**src/rtl/reg_wb_scheduler.sv**
```systemverilog
// Single write-port scheduler for the 32-entry register file: arbitrates pipeline
// writeback against a long-latency unit and scoreboards pending long-latency writes.
module reg_wb_scheduler #(
    parameter int N            = 32,
    parameter int MAX_PEND     = 4,
    parameter int STARVE_LIMIT = 4
) (
    input  logic         clk,
    input  logic         rst,
    input  logic         issue_valid,
    input  logic         issue_long,
    input  logic [4:0]   issue_rs1,
    input  logic [4:0]   issue_rs2,
    input  logic [4:0]   issue_rd,
    output logic         issue_stall,
    input  logic         wb_valid,
    input  logic [4:0]   wb_rd,
    input  logic [N-1:0] wb_data,
    input  logic         lu_valid,
    input  logic [4:0]   lu_rd,
    input  logic [N-1:0] lu_data,
    output logic         lu_ready,
    output logic         pipe_hold,
    output logic         rf_we,
    output logic [4:0]   rf_rd,
    output logic [N-1:0] rf_wdata,
    output logic         err
);

    localparam int PW = $clog2(MAX_PEND + 1);
    localparam int WW = $clog2(STARVE_LIMIT + 1);

    logic [31:0]   busy;
    logic [31:0]   busy_next;
    logic [31:0]   clr_vec;
    logic [31:0]   set_vec;
    logic [31:0]   eff_busy;
    logic [PW-1:0] pend_cnt;
    logic [PW-1:0] pend_after_clr;
    logic [PW-1:0] pend_next;
    logic [WW-1:0] wait_cnt;
    logic [WW-1:0] wait_next;
    logic          lu_fire;
    logic          lu_on_busy;
    logic          lu_stray;
    logic          wb_dropped;
    logic          pend_next_full;
    logic          hazard;
    logic          issue_set;

    // The pipeline owns the port unless a starvation bubble has been forced.
    always_comb begin
        lu_ready = 1'b0;
        if (!rst) begin
            lu_ready = pipe_hold ? 1'b1 : !wb_valid;
        end
        lu_fire = lu_valid && lu_ready;

        rf_rd    = wb_rd;
        rf_wdata = wb_data;
        rf_we    = 1'b0;
        if (lu_fire) begin
            rf_rd    = lu_rd;
            rf_wdata = lu_data;
            rf_we    = (lu_rd != 5'd0);
        end else if (!rst) begin
            rf_we = wb_valid && !pipe_hold && (wb_rd != 5'd0);
        end
    end

    // A register cleared this cycle is already readable thanks to the falling-edge write.
    always_comb begin
        lu_on_busy     = lu_fire && busy[lu_rd];
        lu_stray       = lu_fire && (lu_rd != 5'd0) && !busy[lu_rd];
        wb_dropped     = wb_valid && pipe_hold;
        clr_vec        = lu_fire ? (32'd1 << lu_rd) : 32'd0;
        eff_busy       = busy & ~clr_vec;
        pend_after_clr = pend_cnt - PW'(lu_on_busy);
        pend_next_full = (pend_after_clr == PW'(MAX_PEND));

        hazard = eff_busy[issue_rs1] | eff_busy[issue_rs2] | eff_busy[issue_rd]
               | (issue_long && pend_next_full);
        issue_stall = issue_valid && hazard && !rst;
        issue_set   = issue_valid && issue_long && !issue_stall && (issue_rd != 5'd0);
        set_vec     = issue_set ? (32'd1 << issue_rd) : 32'd0;

        busy_next = eff_busy | set_vec;
        pend_next = pend_after_clr + PW'(issue_set);
    end

    // Consecutive cycles in which the long-latency unit was refused the port.
    always_comb begin
        wait_next = wait_cnt;
        if (!lu_valid || lu_fire) begin
            wait_next = '0;
        end else if (wait_cnt < WW'(STARVE_LIMIT)) begin
            wait_next = wait_cnt + WW'(1);
        end
    end

    always_ff @(posedge clk or posedge rst) begin
        if (rst) begin
            busy      <= 32'd0;
            pend_cnt  <= '0;
            wait_cnt  <= '0;
            pipe_hold <= 1'b0;
            err       <= 1'b0;
        end else begin
            busy      <= busy_next;
            pend_cnt  <= pend_next;
            wait_cnt  <= wait_next;
            pipe_hold <= (wait_next == WW'(STARVE_LIMIT));
            if (lu_stray || wb_dropped) begin
                err <= 1'b1;
            end
        end
    end

endmodule

```
**config.mk**
```make
export PLATFORM = sky130hd
export DESIGN_NAME = reg_wb_scheduler
export DESIGN_NICKNAME = d
export VERILOG_FILES = /design/src/rtl/reg_wb_scheduler.sv
export SDC_FILE = /design/constraint.sdc
export NUM_CORES = 1
export LEC_CHECK = 0
export ABC_AREA = 1
export CORE_ASPECT_RATIO = 1.25
export CORE_MARGIN = 3
export CORE_UTILIZATION = 40
export DETAILED_ROUTE_END_ITERATION = 8
export GPL_TIMING_DRIVEN = 1
export PLACE_DENSITY = 0.72
export SLEW_MARGIN = 20
export SYNTH_ARGS = -nofsm -noshare
export SYNTH_HDL_FRONTEND = slang
export SYNTH_SLANG_ARGS = --single-unit
```
**constraint.sdc**
```tcl
create_clock -name clk -period 9.4 [get_ports clk]
set_input_delay 1.88 -clock clk [delete_from_list [all_inputs] [get_ports clk]]
set_output_delay 1.88 -clock clk [all_outputs]
set_load 0.02 [all_outputs]
```
==> run metrics <==
DR vias 5602; Final nets 917; Met2 Wirelength 9.11 mm; status complete, no violations; endpoints failing hold 0; postcts setup bufs 0; CP cell instances clkdlybuf4s50_1 -> nor2_1 -> a22oi_1 -> nand3_1 -> o311ai_0 -> nand3_1 -> nand2_1 -> nor2_1 -> ha_1 -> ha_1 -> xnor2_1 -> nor3_1 -> nand2_1 -> nand2_1 -> nor2_1 -> nand2_2 -> nand2_4 -> inv_1 -> clkdlybuf4s50_1; Port Buffers 136; layout cells sized above 1 0.0611; initial antenna violation count 0; number of enable flip-flop cells after synthesis 0; CTS clk-pin slew, worst paths 0.06 ns; floorplan row count 41; Post-synth top cells 260 x nand2_1, 134 x nand3_1, 57 x nor2_1, 56 x inv_1, 40 x dfrtp_1; Iter 0 DRT Violations 696; Die ar. 11800 sq um; Tcrit/Tclk final 0.847; placed cells 939; first-pass GRT wire length 29.6 mm; Die W 97.7 um; internal power 449 uW; CP required 7.52 ns; Post-CTS Resized 0; Final min period 7.96 ns; Max-Cap Viols 0; largest net degree at the start of global routing 47; Slew Limit Fails 0; io pins 137; WL final 19.5 mm; gr ovfl total 0; CP max stage delay 0.70 ns; Total GRT Usage 0.325; HPWL after DPL 15.5 mm; Synthesis Warnings 0; share of the synthesized area in the top cell type 0.238; final core utilization 0.560; Clock Tree Buf Depth 2; Metal-1 WL 6.91 mm; routed length on met3 1.83 mm; Mapped Cells 711; Crit. End Element output pin; worst reg2reg path depth 21; drt wl/cell 20.6 um; VDD IR max 0.0996 mV; asr flop ratio synth 1.00; Final Skew 0.00626 ns; final RePlAce weighted congestion 1.08; main area contributors after synthesis dfrtp_1 24%, nand2_1 23%, nand3_1 16%, nor2_1 5.1%, inv_1 5.0%; htree depth 2; endpoints failing setup 0; Core Footprint 10200 sq um; Antenna Violating Nets Remaining 0; Rel. slew slack 0.416; Comb pwr share 0.402; critical path peak fanout 32; drt drc 0; cell taking the most area after synthesis dfrtp_1; Crit Path Class primary input to output pin; Slew @ Worst Pin 0.873 ns; LEAKAGE 0.00272 uW; Switch Pwr 289 uW; Synth Register Bits 40; vias in the first global route 5335; Seq pwr share 0.325; Clock Sinks 40; clock power share 0.273; n_diodes 0; Cell Area, Synth 4210 sq um; first drt pass iteration count 5; total CTS buffers 5; Initial Util 0.414; Synth cell types 44; via/cell ratio 5.92; area grow syn2layout 35.3%; CTS Hold Bufs 0; worst skew pair latency 0.29 ns; Root Driver clkbuf_16; leading cell type by number of instances after synthesis nand2_1; Max Used Layer met4; mean post-synth cell area 5.91 sq um; Hold Path Class flip-flop to flip-flop; CP max stage cell nor2_1; TritonCTS clock tree yes; power density cells 130 nW/um^2; Fill cells 1040; Cell Count, Final, Fillers Out 947; Achievable Freq 126 MHz; crit path DAT 6.08 ns; Sw Share 0.392; syn nets 811; Die H 121 um; hold path depth 2; Total Neg Setup Slack 0 ns; startpoint types primary input; RSZ-0062 raised after global routing false; Seq/Total Area, Yosys 0.238; Most used DFF post-synth dfrtp_1
-- layer usage --
| layer | vias to the layer above | global-route usage |
|---|---|---|
| met3 | 103 | 0.0525 |
| met4 | 0 | 0.230 |
| met5 | - | 0 |
| met1 | 2528 | 0.372 |
| li1 | 2533 | - |
| met2 | 438 | 0.548 |
-- through the flow --
| step | hold WS, ns | cell area (sq um) | worst slack (ns) | total power (uW) |
|---|---|---|---|---|
| 2_1_floorplan | 0.478 | 4210 | 3.43 | 400 |
| 3_3_place_gp | 0.474 | 5520 | 1.56 | 529 |
| 3_5_place_dp | 0.487 | 5520 | 1.53 | 532 |
| 4_1_cts | 0.503 | 5690 | 1.49 | 732 |
| 5_1_grt | 0.522 | 5690 | 1.16 | 773 |
| 6_report | 0.504 | 5690 | 1.44 | 738 |
-- sequential cells by signal, summed over array words and instances (netlist names) --
| name | count |
|---|---|
| err | 1 |
| pipe_hold | 1 |
| pend_cnt | 3 |
| wait_cnt | 3 |
| busy | 32 |
-- worst max-delay path, delay by kind of cell --
family / cells / cell delay (ns)
and+or+nand+nor: 11 / 1.95
xor gates and xnor gates: 1 / 0.10
buffers and inverters: 3 / 1.40
adders and majority gates: 2 / 0.37
AOI/OAI and AO/OA: 2 / 0.35
-- path summary, 6_finish.rpt --
| kind | startpoint | to | slack [ns] |
|---|---|---|---|
| max | lu_rd[1] | issue_stall | 1.44 |
| min | err | err | 0.50 |
| max reg2reg | pipe_hold | pend_cnt[2] | 5.35 |
| min reg2reg | err | err | 0.50 |
| max in group asynchronous | rst | busy[23] | 6.83 |
| min in group asynchronous | rst | err | 2.15 |
-- cells in the final DEF (no fill, tap or decap), types with 2 or more instances in the layout --
cell type / count
a21oi_1: 10
a31oi_1: 2
nor2_1: 57
ha_1: 5
xnor2_1: 2
nor3_1: 7
a22oi_1: 8
nand2_4: 2
o21ai_2: 3
nor2_2: 2
nand4_1: 7
o22ai_1: 3
nand2_1: 260
nand3b_1: 2
a221oi_1: 2
nor4_1: 4
clkdlybuf4s50_1: 136
o21ai_0: 16
inv_1: 55
dfrtp_1: 40
o21ai_1: 8
nand3_2: 20
nand3_1: 134
clkbuf_16: 5
nand2_2: 2
inv_2: 8
o21a_1: 2
-- area by class of cell --
cell class | count | area, sq um | share of cell area
multi-input cells | 569 | 2750 | 0.483
repair buffers | 137 | 1370 | 0.241
flip-flops and latches | 40 | 1000 | 0.176
inverters | 64 | 240 | 0.0422
well taps | 129 | 161 | 0.0284
clock buffers | 5 | 125 | 0.0220
clock inverters | 3 | 42.5 | 0.00748
-- kinds of logic (layout without fill, tap and decap cells) --
logic type | after synthesis | count (layout) | share of synthesized area
DFF | 40 | 40 | 0.238
adders and majority gates | 5 | 5 | 0.0149
and+or+nand+nor | 501 | 501 | 0.544
xor gates and xnor gates | 3 | 3 | 0.00625
AOI/OAI and AO/OA | 59 | 59 | 0.0866
muxes | 1 | 1 | 0.00238
buffers and inverters | 102 | 209 | 0.108
-- power groups by stage --
| stage | Clock, uW | Combinational [uW] | Sequential, uW |
|---|---|---|---|
| floorplan | 0 | 175 | 225 |
| global placement | 0 | 288 | 241 |
| detailed placement | 0 | 292 | 240 |
| CTS | 202 | 293 | 237 |
| global route | 208 | 323 | 242 |
| finish | 201 | 297 | 239 |
Power figures use the tool's default switching activity.
